## src/rtl/arbitro_sumador_if.sv

```systemverilog
// Bundle of the requester-side and consumer-side handshakes of the shared adder.
// The master modport is the environment (requesters + result consumer); the
// slave modport is the adder block itself.
interface arbitro_sumador_if #(
    parameter int N_REQ = 4,
    parameter int WIDTH = 32
);
    localparam int ID_W = $clog2(N_REQ);

    logic [N_REQ-1:0]       req_valid;
    logic [N_REQ*WIDTH-1:0] req_a;
    logic [N_REQ*WIDTH-1:0] req_b;
    logic [N_REQ-1:0]       req_ready;

    logic                   res_valid;
    logic                   res_ready;
    logic [WIDTH-1:0]       res_sum;
    logic                   res_carry;
    logic                   res_ovf;
    logic [ID_W-1:0]        res_id;

    modport master (
        output req_valid, req_a, req_b, res_ready,
        input  req_ready, res_valid, res_sum, res_carry, res_ovf, res_id
    );

    modport slave (
        input  req_valid, req_a, req_b, res_ready,
        output req_ready, res_valid, res_sum, res_carry, res_ovf, res_id
    );
endinterface

```

## src/rtl/arbitro_sumador.sv

```systemverilog
// Single registered adder shared by N_REQ requesters through a round-robin
// arbiter. One accept per cycle while the consumer keeps res_ready high; the
// result register doubles as the output pipeline stage.
module arbitro_sumador #(
    parameter int N_REQ = 4,
    parameter int WIDTH = 32
) (
    input logic              clk,
    input logic              reset_n,
    arbitro_sumador_if.slave bus
);
    localparam int ID_W = $clog2(N_REQ);

    // Result register and round-robin pointer.
    logic             res_valid_q, res_valid_d;
    logic [WIDTH-1:0] res_sum_q,   res_sum_d;
    logic             res_carry_q, res_carry_d;
    logic             res_ovf_q,   res_ovf_d;
    logic [ID_W-1:0]  res_id_q,    res_id_d;
    logic [ID_W-1:0]  prio_q,      prio_d;

    logic             can_accept;
    logic             found;
    logic             accept;
    logic [ID_W-1:0]  win;
    logic [WIDTH-1:0] op_a;
    logic [WIDTH-1:0] op_b;
    logic [WIDTH:0]   full_sum;

    // The output slot is free when empty or being drained this cycle.
    assign can_accept = !res_valid_q || bus.res_ready;
    assign accept     = can_accept && found;

    // Round-robin search: first valid requester starting at prio_q, wrapping.
    always_comb begin
        int              idx;
        logic [ID_W-1:0] cand;
        // NOTE: every combinational output gets a default before any branch so no latch is inferred.
        found = 1'b0;
        win   = '0;
        idx   = 0;
        cand  = '0;
        for (int k = 0; k < N_REQ; k++) begin
            idx  = (int'(prio_q) + k) % N_REQ;
            cand = ID_W'(idx);
            if (!found && bus.req_valid[cand]) begin
                found = 1'b1;
                win   = cand;
            end
        end
    end

    // Operand mux and one-hot grant; grants are suppressed while in reset.
    always_comb begin
        op_a          = '0;
        op_b          = '0;
        bus.req_ready = '0;
        for (int i = 0; i < N_REQ; i++) begin
            if (win == ID_W'(i)) begin
                op_a = bus.req_a[i*WIDTH +: WIDTH];
                op_b = bus.req_b[i*WIDTH +: WIDTH];
                bus.req_ready[i] = accept && reset_n;
            end
        end
    end

    // Widened add gives the unsigned carry in the top bit.
    assign full_sum = {1'b0, op_a} + {1'b0, op_b};

    // Next state: capture on accept, clear valid on a pure drain, else hold.
    always_comb begin
        res_valid_d = res_valid_q;
        res_sum_d   = res_sum_q;
        res_carry_d = res_carry_q;
        res_ovf_d   = res_ovf_q;
        res_id_d    = res_id_q;
        prio_d      = prio_q;
        if (accept) begin
            res_valid_d = 1'b1;
            res_sum_d   = full_sum[WIDTH-1:0];
            res_carry_d = full_sum[WIDTH];
            res_ovf_d   = (op_a[WIDTH-1] == op_b[WIDTH-1]) &&
                          (full_sum[WIDTH-1] != op_a[WIDTH-1]);
            res_id_d    = win;
            prio_d      = (win == ID_W'(N_REQ - 1)) ? '0 : win + ID_W'(1);
        end else if (res_valid_q && bus.res_ready) begin
            res_valid_d = 1'b0;
        end
    end

    // State registers; reset discards any pending result and the pointer.
    always_ff @(posedge clk or negedge reset_n) begin
        if (!reset_n) begin
            res_valid_q <= 1'b0;
            res_sum_q   <= '0;
            res_carry_q <= 1'b0;
            res_ovf_q   <= 1'b0;
            res_id_q    <= '0;
            prio_q      <= '0;
        end else begin
            // NOTE: non-blocking assignments so every flop samples pre-edge values.
            res_valid_q <= res_valid_d;
            res_sum_q   <= res_sum_d;
            res_carry_q <= res_carry_d;
            res_ovf_q   <= res_ovf_d;
            res_id_q    <= res_id_d;
            prio_q      <= prio_d;
        end
    end

    assign bus.res_valid = res_valid_q;
    assign bus.res_sum   = res_sum_q;
    assign bus.res_carry = res_carry_q;
    assign bus.res_ovf   = res_ovf_q;
    assign bus.res_id    = res_id_q;
endmodule

```

## src/flat_wrapper.sv

```systemverilog
// flat-port wrapper written by rule: the top's interface ports become plain ports
module arbitro_sumador_flat 
#(
    parameter int N_REQ = 4,
    parameter int WIDTH = 32
)
  (clk, reset_n, bus_req_valid, bus_req_a, bus_req_b, bus_res_ready, bus_req_ready, bus_res_valid, bus_res_sum, bus_res_carry, bus_res_ovf, bus_res_id);
  arbitro_sumador_if #(.N_REQ(N_REQ), .WIDTH(WIDTH)) bus_i ();
  input logic clk;
  input logic reset_n;
  input wire logic [$bits(bus_i.req_valid)-1:0] bus_req_valid;
  input wire logic [$bits(bus_i.req_a)-1:0] bus_req_a;
  input wire logic [$bits(bus_i.req_b)-1:0] bus_req_b;
  input wire logic [$bits(bus_i.res_ready)-1:0] bus_res_ready;
  output wire logic [$bits(bus_i.req_ready)-1:0] bus_req_ready;
  output wire logic [$bits(bus_i.res_valid)-1:0] bus_res_valid;
  output wire logic [$bits(bus_i.res_sum)-1:0] bus_res_sum;
  output wire logic [$bits(bus_i.res_carry)-1:0] bus_res_carry;
  output wire logic [$bits(bus_i.res_ovf)-1:0] bus_res_ovf;
  output wire logic [$bits(bus_i.res_id)-1:0] bus_res_id;
  assign bus_i.req_valid = bus_req_valid;
  assign bus_i.req_a = bus_req_a;
  assign bus_i.req_b = bus_req_b;
  assign bus_i.res_ready = bus_res_ready;
  assign bus_req_ready = bus_i.req_ready;
  assign bus_res_valid = bus_i.res_valid;
  assign bus_res_sum = bus_i.res_sum;
  assign bus_res_carry = bus_i.res_carry;
  assign bus_res_ovf = bus_i.res_ovf;
  assign bus_res_id = bus_i.res_id;
  arbitro_sumador #(.N_REQ(N_REQ), .WIDTH(WIDTH)) u_core (.clk(clk), .reset_n(reset_n), .bus(bus_i));
endmodule
```

## config.mk

```make
export PLATFORM = sky130hd
export DESIGN_NAME = arbitro_sumador_flat
export DESIGN_NICKNAME = d
export VERILOG_FILES = /design/src/rtl/arbitro_sumador_if.sv /design/src/rtl/arbitro_sumador.sv /design/src/flat_wrapper.sv
export SDC_FILE = /design/constraint.sdc
export NUM_CORES = 1
export LEC_CHECK = 0
export CAP_MARGIN = 20
export CORE_UTILIZATION = 41
export CTS_CLUSTER_DIAMETER = 50
export CTS_CLUSTER_SIZE = 28
export DETAILED_ROUTE_END_ITERATION = 16
export GPL_TIMING_DRIVEN = 1
export HOLD_SLACK_MARGIN = 0.1
export PLACE_DENSITY = 0.95
export SYNTH_ARGS = -nofsm -noshare
export SYNTH_HDL_FRONTEND = slang
export SYNTH_SLANG_ARGS = --single-unit
```

## constraint.sdc

```tcl
create_clock -name clk -period 5.6 [get_ports clk]
set_clock_uncertainty 0.05 [all_clocks]
set_input_delay 1.4 -clock clk [delete_from_list [all_inputs] [get_ports clk]]
set_output_delay 1.4 -clock clk [all_outputs]
set_load 0.05 [all_outputs]
```

==> impl_metrics.tcl <==
set metrics [dict create \
    cts_buffers 5 \
    p_total_mw 6.57 \
    reg2reg_to "u_core.bus.res_sum[26]" \
    endpoint_kind "register" \
    crit_family "compound AO/OA/AOI/OAI gates" \
    clkLatencyLatePin_ps 280 \
    crit_cells 24 \
    dp_hpwl_mm 20.7 \
    max_slew_margin_pct 60.3 \
    synth_cells 938 \
    cts_tree "done" \
    drc 0 \
    io_pins 304 \
    vdd_drop_max_uv 297 \
    dp_slack_ps -475 \
    dieArea_um2 14200 \
    wirelength_mm 26.7 \
    clockBufferDepth 2 \
    ys_ff_latch 39 \
    postRouteAntennaNets 0 \
    internal-power_mw 3.08 \
    wire_per_inst_um 17.8 \
    final_nets 1618 \
    r2r_cells 22 \
    grt_pass1_wl_mm 39.6 \
    clkSinkCount 39 \
    hold_viol_final 0 \
    maxCapViolCount 0 \
    diodes 0 \
    start_util_pct 42.2 \
    syn_nets 1238 \
    reg2reg_slack_ps 1160 \
    coreArea_um2 13300 \
    arrival_ps 5420 \
    crit_chain "dlymetal6s2s_1, inv_2, nor2_2, a21oi_2, nor2_2, a221oi_2, and2_4, inv_1, ha_4, nand2_1, nor2_1, a21oi_1, nor2_1, a21oi_1, o21ai_0, ha_2, fa_2, a21o_1, a31o_1, and4_1, o2111ai_2, a211oi_2, or2_1, a221o_1" \
    path_class "input pin to register" \
    avgViaCountPerCell 5.69 \
    r2r_start "u_core.prio_q[0]" \
    setup_violations 0 \
    clkSlewWorstSetupHoldPaths_ps 60 \
    first_global_vias 8079 \
    grt_max_degree 56 \
    synth_edf_count 0 \
    layout-drive-gt1-share_pct 15.4 \
    finalCritPeriodShare_pct 94.8 \
    drtPass1Iterations 7 \
    p_leak_nw 4.49 \
    synthFlopType "dfrtp_1" \
    postSynthAreaPerCell_um2 5.99 \
    max_clock_freq_mhz 188 \
    switching_share_pct 53.1 \
    outcome "finished clean" \
    max_stage_delay_ps 350 \
    fin_crit_ps 5310 \
    die_height_um 119 \
    cts_hold_buf 0 \
    grt_overflow 0 \
    die_x_um 119 \
    hold_class "register to register" \
    gp_congestion 0.996 \
    ctsRootBufferMaster "clkbuf_16" \
    start_kind "input pin" \
    crit_required_ps 5710 \
    sequentialPowerShare_pct 7.7 \
    final_cell_mix "clkdlybuf4s50_1, nand2_1, a21oi_1" \
    synthArstFlopShare_pct 100 \
    worst-path-buf-inv 3 \
    pwr-share-clk_pct 4.1 \
    post_synth_num_cell_types 54 \
    fin_ws_ps 291 \
    p_switching_mw 3.49 \
    syn_to_final_growth_pct 82.1 \
    cp_slowest_cell "fa_2" \
    ys_seq_area_share_pct 17.4 \
    antenna_found_initial 0 \
    ys.warnings.count 0 \
    cts_max_level 2 \
    critPathMaxFanout 7 \
    num_vias 8506 \
    power_frac_comb_pct 88.1 \
    synthesis.area_um2 5620 \
    drv_slew 0 \
    io_buffers 303 \
    tightestPinTransition_ps 593 \
    drt_iter0_drc 931 \
    power_density_nw_per_um2 642 \
    rsz0062_at_grt "false" \
    grt_util_all_layers_pct 34.8 \
    rows 42 \
    cp-startpoint "bus_req_valid[0]" \
    final_common_cell "clkdlybuf4s50_1" \
    crit_end "u_core.bus.res_sum[26]" \
]
final cells by class:
cell class              instances  area [um2]
clock inverters                 3        15.0
clock buffers                   5         125
multi-input cells             816        4520
inverters                      12        45.0
fillers                       873        3070
flip-flops and latches         39         976
well taps                     176         220
repair buffers                444        4320
cell families (layout without fill, tap and decap cells):
family                     after synthesis  after routing  share of synthesized area (%)
buffers and inverters                   83            464                           5.86
AOI/OAI and AO/OA                      340            340                           34.5
adders and majority gates               37             37                           8.38
and+or+nand+nor                        419            419                           30.8
xor gates and xnor gates                20             20                           3.12
DFF                                     39             39                           17.4
stage by stage:
stage | area [um2] | setup TNS, ps | std cells | utilization, % | hold WS, ps
after floorplan | 5620 | 0 | 938 | - | 462
after global placement | 9720 | -2090 | 1474 | 73.1 | 404
after detailed placement | 9720 | -5110 | 1474 | 73.1 | 411
after CTS | 9900 | 0 | 1483 | 74.5 | 425
after global routing | 10200 | 0 | 1495 | 76.9 | 455
final | 10200 | 0 | 1495 | 76.9 | 423
sequential cells by signal, summed over array words and instances (netlist names):
register and flops:
u_core.bus.res_sum 32, u_core.bus.res_id 2, u_core.prio_q 2, u_core.bus.res_carry 1
u_core.bus.res_ovf 1, u_core.bus.res_valid 1
cell usage after synthesis (3+ instances only):
| library cell | instances | share of area (%) |
|---|---|---|
| nand2_1 | 202 | 14 |
| a21oi_1 | 162 | 14 |
| nor2_1 | 153 | 10 |
| clkbuf_1 | 59 | 3.9 |
| o21ai_1 | 53 | 4.7 |
| o21ai_0 | 48 | 4.3 |
| dfrtp_1 | 39 | 17 |
| ha_1 | 36 | 8.0 |
| a21o_1 | 16 | 2.1 |
| nand3_1 | 14 | 1.2 |
| inv_1 | 12 | 0.80 |
| a211oi_1 | 10 | 1.3 |
| xnor2_1 | 10 | 1.6 |
| xor2_1 | 10 | 1.6 |
| and3_1 | 9 | 1.0 |
| buf_1 | 8 | 0.53 |
| nor3_1 | 8 | 0.71 |
| o211ai_1 | 8 | 1.1 |
| o21a_1 | 8 | 1.1 |
| nand4_1 | 7 | 0.78 |
| a31oi_1 | 5 | 0.56 |
| nor2b_1 | 5 | 0.56 |
| o31ai_1 | 5 | 0.67 |
| o2111ai_1 | 4 | 0.62 |
| a211o_1 | 3 | 0.47 |
| and2_1 | 3 | 0.33 |
| or3_1 | 3 | 0.33 |
worst reg2reg max path, cell delays in order (launching register included):
cell and delay, ps:
dfrtp_1 440, nor2_2 90, a21oi_2 140, nor2_2 50, a221oi_2 260, and2_4 220, inv_1 80, ha_4 200
nand2_1 120, nor2_1 70, a21oi_1 120, nor2_1 60, a21oi_1 150, o21ai_0 110, ha_2 210, fa_2 350
a21o_1 200, a31o_1 240, and4_1 200, o2111ai_2 250, a211oi_2 130, or2_1 270, a221o_1 310
layer usage:
| metal | global-route usage [%] | wire length [um] |
|---|---|---|
| met4 | 13.8 | 1210 |
| met2 | 58.1 | 12500 |
| met5 | 0 | 0 |
| met3 | 6.61 | 2740 |
| met1 | 43.8 | 10200 |
worst min path at each step:
| stage | depth (start not counted) | endpoint | slack (ps) | startpoint |
|---|---|---|---|---|
| floorplan | 2 | u_core.prio_q[1] | 460 | u_core.prio_q[1] |
| global placement | 2 | u_core.bus.res_sum[5] | 400 | u_core.bus.res_sum[5] |
| detailed placement | 2 | u_core.bus.res_sum[5] | 410 | u_core.bus.res_sum[5] |
| CTS | 2 | u_core.bus.res_sum[5] | 420 | u_core.bus.res_sum[5] |
| global route | 2 | u_core.bus.res_ovf | 450 | u_core.bus.res_ovf |
| finish | 2 | u_core.bus.res_sum[5] | 420 | u_core.bus.res_sum[5] |
power groups by stage:
stage / Sequential, mW / Clock, mW / Combinational [mW]
final: 0.508 / 0.271 / 5.79
after global routing: 0.523 / 0.285 / 6.17
after CTS: 0.505 / 0.273 / 5.32
after detailed placement: 0.507 / 0 / 5.25
after global placement: 0.500 / 0 / 5.07
after floorplan: 0.921 / 0 / 2.65
timing repair:
action	4_1_cts	5_1_grt
setup endpoints to repair	16	22
resized for setup	9	53
pin swaps	0	15
buffers inserted	1	9
cloned	0	3
No activity file was read; power rests on OpenSTA's default activity.
